### src/rtl/jtag_host_driver.sv
// jtag_host_driver: host-side JTAG sequencer. Turns TAP reset / IR shift /
// DR shift / idle-cycle commands into tck/tms/tdi/trst_n waveforms and
// captures tdo. Every command starts and ends in Run-Test/Idle.
// Optional: define JTAG_HOST_DRIVER_TCK_FREERUN_EN to keep tck toggling in
// IDLE; accepted commands then launch on the next tck falling edge.
module jtag_host_driver #(
    parameter int CLK_DIV  = 4,
    parameter int MAX_BITS = 32
) (
    input  logic                clk,
    input  logic                reset,
    input  logic                cmd_valid,
    output logic                cmd_ready,
    input  logic [1:0]          cmd_op,
    input  logic [5:0]          cmd_len,
    input  logic [MAX_BITS-1:0] cmd_data,
    output logic                rsp_valid,
    output logic [MAX_BITS-1:0] rsp_data,
    output logic                tck,
    output logic                tms,
    output logic                tdi,
    input  logic                tdo,
    output logic                trst_n
);

    localparam logic [1:0] OP_RESET = 2'd0;
    localparam logic [1:0] OP_IR    = 2'd1;
    localparam logic [1:0] OP_RUN   = 2'd3;
    localparam logic [6:0] MAX_LEN  = 7'(MAX_BITS);
    localparam logic [7:0] DIV_LAST = 8'(CLK_DIV - 1);

    typedef enum logic [2:0] {
        S_IDLE, S_TRST, S_TLR, S_NAV, S_SHIFT, S_EXIT, S_DONE
    } state_t;

    state_t              state, next_state;
    logic [7:0]          div_cnt;
    logic [6:0]          step, len_reg, last_step, len_in, launch_len;
    logic [1:0]          op_reg, launch_op;
    logic [MAX_BITS-1:0] data_sr, cap_sr, launch_data;
    logic                alive, busy, div_run, at_last, rise_tick, fall_tick;
    logic                accept, launch;
`ifdef JTAG_HOST_DRIVER_TCK_FREERUN_EN
    logic                pending;
`endif

    // State register for the command sequencer.
    always_ff @(posedge clk or posedge reset) begin
        if (reset) state <= S_IDLE;
        else       state <= next_state;
    end

    // Tick decode, command launch selection and next-state logic.
    always_comb begin
        busy      = state inside {S_TRST, S_TLR, S_NAV, S_SHIFT, S_EXIT};
        at_last   = (div_cnt == DIV_LAST);
        len_in    = ({1'b0, cmd_len} > MAX_LEN) ? MAX_LEN : {1'b0, cmd_len};
        rsp_valid = (state == S_DONE);
`ifdef JTAG_HOST_DRIVER_TCK_FREERUN_EN
        div_run     = 1'b1;
        cmd_ready   = alive && (state == S_IDLE) && !pending;
        rise_tick   = div_run && !tck && at_last;
        fall_tick   = div_run && tck && at_last;
        accept      = cmd_valid && cmd_ready;
        launch      = (state == S_IDLE) && pending && fall_tick;
        launch_op   = op_reg;
        launch_len  = len_reg;
        launch_data = data_sr;
`else
        div_run     = busy;
        cmd_ready   = alive && (state == S_IDLE);
        rise_tick   = div_run && !tck && at_last;
        fall_tick   = div_run && tck && at_last;
        accept      = cmd_valid && cmd_ready;
        launch      = accept;
        launch_op   = cmd_op;
        launch_len  = len_in;
        launch_data = cmd_data;
`endif
        case (state)
            S_TLR:   last_step = 7'd5;
            S_NAV:   last_step = (op_reg == OP_IR) ? 7'd3 : 7'd2;
            S_SHIFT: last_step = len_reg - 7'd1;
            S_EXIT:  last_step = 7'd1;
            default: last_step = 7'd0;
        endcase
        next_state = state;
        case (state)
            S_IDLE: begin
                if (launch) begin
                    if (launch_op == OP_RESET)  next_state = S_TRST;
                    else if (launch_len == 0)   next_state = S_DONE;
                    else if (launch_op == OP_RUN) next_state = S_SHIFT;
                    else                        next_state = S_NAV;
                end
            end
            S_DONE: next_state = S_IDLE;
            default: begin
                if (fall_tick && step == last_step) begin
                    case (state)
                        S_TRST:  next_state = S_TLR;
                        S_NAV:   next_state = S_SHIFT;
                        S_SHIFT: next_state = (op_reg == OP_RUN) ? S_DONE : S_EXIT;
                        default: next_state = S_DONE;
                    endcase
                end
            end
        endcase
    end

    // TCK divider, pin drive, shift registers and response capture.
    always_ff @(posedge clk or posedge reset) begin
        if (reset) begin
            alive    <= 1'b0;
            div_cnt  <= '0;
            tck      <= 1'b0;
            tms      <= 1'b1;
            tdi      <= 1'b0;
            trst_n   <= 1'b0;
            step     <= '0;
            op_reg   <= '0;
            len_reg  <= '0;
            data_sr  <= '0;
            cap_sr   <= '0;
            rsp_data <= '0;
`ifdef JTAG_HOST_DRIVER_TCK_FREERUN_EN
            pending  <= 1'b0;
`endif
        end else begin
            alive <= 1'b1;
            if (!alive) trst_n <= 1'b1;
            if (div_run) begin
                if (at_last) begin
                    div_cnt <= '0;
                    tck     <= ~tck;
                end else begin
                    div_cnt <= div_cnt + 8'd1;
                end
            end else begin
                div_cnt <= '0;
                tck     <= 1'b0;
            end
`ifdef JTAG_HOST_DRIVER_TCK_FREERUN_EN
            if (accept) begin
                pending <= 1'b1;
                op_reg  <= cmd_op;
                len_reg <= len_in;
                data_sr <= cmd_data;
            end
            if (launch) pending <= 1'b0;
`endif
            if (launch) begin
                op_reg  <= launch_op;
                len_reg <= launch_len;
                data_sr <= launch_data;
                cap_sr  <= '0;
                step    <= '0;
                if (launch_op == OP_RESET) begin
                    trst_n <= 1'b0;
                    tms    <= 1'b1;
                    tdi    <= 1'b0;
                end else if (launch_len != 0) begin
                    tms <= (launch_op != OP_RUN);
                    tdi <= 1'b0;
                end else begin
                    rsp_data <= '0;
                end
            end
            if (rise_tick && state == S_SHIFT && op_reg != OP_RUN)
                cap_sr <= {tdo, cap_sr[MAX_BITS-1:1]};
            if (fall_tick && busy) begin
                if (step == last_step) begin
                    step <= '0;
                    case (state)
                        S_TRST:  begin tms <= 1'b1; trst_n <= 1'b1; end
                        S_NAV:   begin tms <= (len_reg == 7'd1); tdi <= data_sr[0]; end
                        S_SHIFT: begin tms <= (op_reg != OP_RUN); tdi <= 1'b0; end
                        default: tms <= 1'b0;
                    endcase
                    if (next_state == S_DONE)
                        rsp_data <= cap_sr >> (MAX_LEN - len_reg);
                end else begin
                    step <= step + 7'd1;
                    case (state)
                        S_TLR:   tms <= (step != 7'd4);
                        S_NAV:   tms <= (op_reg == OP_IR) && (step == 7'd0);
                        S_SHIFT: begin
                            if (op_reg == OP_RUN) begin
                                tms <= 1'b0;
                                tdi <= 1'b0;
                            end else begin
                                tms     <= (step + 7'd1 == len_reg - 7'd1);
                                tdi     <= data_sr[1];
                                data_sr <= data_sr >> 1;
                            end
                        end
                        default: tms <= 1'b0;
                    endcase
                end
            end
        end
    end

endmodule

### config.mk
export PLATFORM = sky130hd
export DESIGN_NAME = jtag_host_driver
export DESIGN_NICKNAME = d
export VERILOG_FILES = /design/src/rtl/jtag_host_driver.sv
export SDC_FILE = /design/constraint.sdc
export NUM_CORES = 1
export LEC_CHECK = 0
export BUFFER_PORTS_ARGS = -buffer_cell sky130_fd_sc_hd__buf_2
export CORE_ASPECT_RATIO = 1.75
export CORE_MARGIN = 4
export CORE_UTILIZATION = 39
export CTS_CLUSTER_DIAMETER = 150
export CTS_CLUSTER_SIZE = 30
export DETAILED_ROUTE_END_ITERATION = 12
export GPL_TIMING_DRIVEN = 0
export PLACE_DENSITY = 0.61
export SYNTH_ARGS = -nofsm -noshare
export SYNTH_HDL_FRONTEND = slang
export SYNTH_SLANG_ARGS = --single-unit
export TNS_END_PERCENT = 100
### constraint.sdc
create_clock -name clk -period 4.7 [get_ports clk]
set_input_delay 0.47 -clock clk [delete_from_list [all_inputs] [get_ports clk]]
set_output_delay 0.47 -clock clk [all_outputs]
set_load 0.1 [all_outputs]
==> impl_results.md <==
- Routability cong.: 0.944
- Vias in the first global route: 6970
- Port Buffer Count: 81
- FP Rows: 67
- Number of synthesized flops with an enable pin: 0
- Post-Synthesis Cell Area: slightly below 8000 µm²
- Crit-path max FO: 14
- Setup repair after global routing missed its margin: no
- Number of remaining DRC errors: 0
- Switching share of power: 0.217
- Average cell area after synthesis: 8.80 µm²
- Achievable frequency: 0.232 GHz
- Final Total Pwr: 2590 µW
- Fin crit period: 4.32 ns
- DIE WIDTH: approximately 110 µm
- Peak supply drop: 0.241 mV
- Overflow after GRT: 0
- Status: complete, no violations
- Async SR Flop Fraction: 1.00
- Power share of the combinational group: 0.019
- Regs by FF count: cap_sr x32, data_sr x32, rsp_data x32
- Height of the chip: 194 µm
- Yosys top cell by area: dfrtp_1
- Worst skew pair latency: 0.44 ns
- DP HPWL: 16600 µm
- Power share of the clock group: 0.558
- Final-stage net count: 1031
- Layout overhead on the synthesized area: 18.2%
- Required arrival time at the worst endpoint: 4.99 ns
- Wire length reported by the detailed router: 21700 µm
- Max Clock Skew: 0.00945 ns
- TritonCTS Buffers: 17
- Most frequent cells after synthesis: 145 x nand2_1, 126 x dfrtp_1, 98 x o21ai_0
- Post-detailed-route wirelength per cell: 17.6 µm
- Vias post-DR: 6826
- Transition time at the pin with the least slew margin: 0.843 ns
- Synthesized instance count: 880
- Sort of element at the start of the critical path: flop
- Pin count of the biggest net entering global routing: 90
- Share of post-route cells with drive strength above 1: 0.170
- Via density per instance: 5.53
- YS warnings: 0
- Fraction of synthesized cell area taken by the top area cell type: 0.407
- Sequential fraction of the synthesis area: 0.411
- Proportion of power drawn by flip-flops and latches: 0.423
- Pre-Repair DR Iteration Count: 7
- NetSw: 562 µW
- Endpoint of the lowest-slack register-to-register path: rsp_data[7]
- Final Hold Vio Count: 0
- Final critical-path share of the clock period: 0.919
- Leakage power summed over all cells: 0.00365 µW
- Data arrival at the endpoint of the critical path: approximately 4.6 ns
- Clk slew on worst S/H paths: 0.06 ns
- CP Class: reg2reg
- Yosys cell types: 65
- Maximum buffer depth of the clock tree: 2
- Pins Over Slew Limit: 0
- Launch point of the worst path: len_reg[0]
- Maximum level of the CTS H-tree: 4
- Post-synthesis sequential element count: 127
- Remaining number of nets flagged by the antenna check after routing: 0
- Clk root buf: clkbuf_16
- Global-route wire length before repair: 35800 µm
- Count of endpoints failing setup in the final report: 0
- Top cells by area in the synthesized netlist: dfrtp_1 41%, nand2_1 7.0%, mux2i_1 6.3%
- Internal reg-to-reg setup slack: 0.38 ns
- Type of the worst min-delay path: in2async
- Top FF cell, synth: dfrtp_1
- Crit path to: rsp_data[7]
- Worst max-slew margin expressed relative to the limit: 0.437
- Max-cap viol count: 0
- Standard cell core area: 19400 µm²
- Effective utilization at floorplan: 0.400
- Number of diodes: 0
- Number of sinks driven by the clock tree: 127
- Fill cell instance count of the final layout: 1896
- Internal power: 2020 µW
- Worst r2r src: len_reg[0]
- Total routing resource utilization after global routing: 0.202
- Setup repair bufs after CTS: 0
- Power density over the cells: 282 nW/µm²
- Area enclosed by the die boundary: 22300 µm²
- Most instantiated library cell after synthesis: nand2_1
- Reg2Reg Depth: 11
- Setup crit end kind: flop
- Hold Buf Count CTS: 0
- DRC violation total after the first TritonRoute iteration: ~430
- Clock tree from TritonCTS: yes
- Initial antenna violation count: 2
- Post-layout util: 0.473
- Number of ports placed on the die boundary: 82
- Synthesized netlist net count: 930
metal layers:
metal,vias to the layer above,routed length [µm],global-route usage,part of all wire
met3,54,1110,0.0498,0.051
met5,-,21,0,0.00097
met4,4,924,0.104,0.043
li1,3359,-,-,-
met1,3228,8560,0.222,0.39
met2,181,11100,0.353,0.51
worst min path at each step:
stage / startpoint / end / slack (ns) / cells after the start
floorplan: div_cnt[0] / div_cnt[0] / 0.47 / 1
global placement: rsp_data[13] / rsp_data[13] / 0.48 / 2
detailed placement: rsp_data[15] / rsp_data[15] / 0.48 / 2
CTS: reset / cap_sr[19] / 0.02 / 2
global route: reset / cap_sr[19] / 0.04 / 2
finish: reset / cap_sr[19] / 0.03 / 2
through the flow:
step	std cells	setup WS, ns	area [µm²]	setup TNS (ns)	hold WS (ns)
after floorplan	880	0.624	7750	0	0.469
after global placement	1202	-0.803	8460	-114.49	0.478
after detailed placement	1204	-0.787	8490	-17.09	0.485
after CTS	1236	0.0174	9140	0	0.0245
after global routing	1235	0.0835	9150	0	0.0417
final	1235	0.382	9150	0	0.0253
area by class of cell:
class                      count  area, µm²  area share
clock inverter                14        204      0.0223
sequential                   127       3180       0.347
buffer                        64        263      0.0287
clock buffer                  18        439      0.0480
timing repair buffer          83        438      0.0478
tap                          241        302      0.0329
inverter                      10       42.5     0.00465
multi-input combinational    678       4290       0.468
power groups by stage:
stage | clock, µW | combinational [µW] | sequential [µW]
6_report | 1440 | 49.5 | 1090
5_1_grt | 1530 | 57.4 | 1090
4_1_cts | 1470 | 51.7 | 1090
2_1_floorplan | 0 | 20.2 | 1110
3_3_place_gp | 0 | 47.8 | 1110
3_5_place_dp | 0 | 51.6 | 1110
worst max-delay path: stages, from the launching register on:
cell      delay [ns]
dfrtp_1         0.37
clkbuf_2        0.31
buf_2           0.36
inv_1           0.32
ha_1            0.52
buf_2           0.29
clkbuf_2        0.33
mux4_2          0.39
a22oi_1         0.36
o21ai_0         0.18
a222oi_1        0.58
o21ai_0         0.16
timing repair:
item / CTS / global route
hold endpoints to repair: 0 / 0
resized for setup: 5 / 2
endpoints found under the setup margin: 73 / 68
cells by family (layout without fill, tap and decap cells):
kind of cell,after synthesis,in the layout,synth area share
compound gates,233,233,0.184
xor+xnor,25,25,0.0301
fa+ha+maj,6,6,0.00970
buf+inv,75,189,0.0385
flops,127,127,0.411
mux,75,75,0.127
other cells,1,1,0.000484
simple gates,338,338,0.200
cell usage in the layout (no fill, tap or decap), types with 6 or more instances in the layout:
master and count:
dfrtp_1 126, a211oi_1 8, xor2_1 11, nor3_1 11, mux2i_1 49, a21o_1 8
nand2b_1 9, nand2_1 145, xnor2_1 13, nor2_1 75, ha_1 6, clkbuf_1 45
clkbuf_16 17, nand3_1 46, mux4_2 18, buf_2 88, and3_1 6, clkbuf_2 6
and2_1 6, mux2_2 8, inv_1 9, o21ai_0 98, nor2b_1 6, inv_6 6
a22oi_1 6, a21oi_1 61, buf_1 6, a221oi_1 6
(Power assumes the default switching activity.)
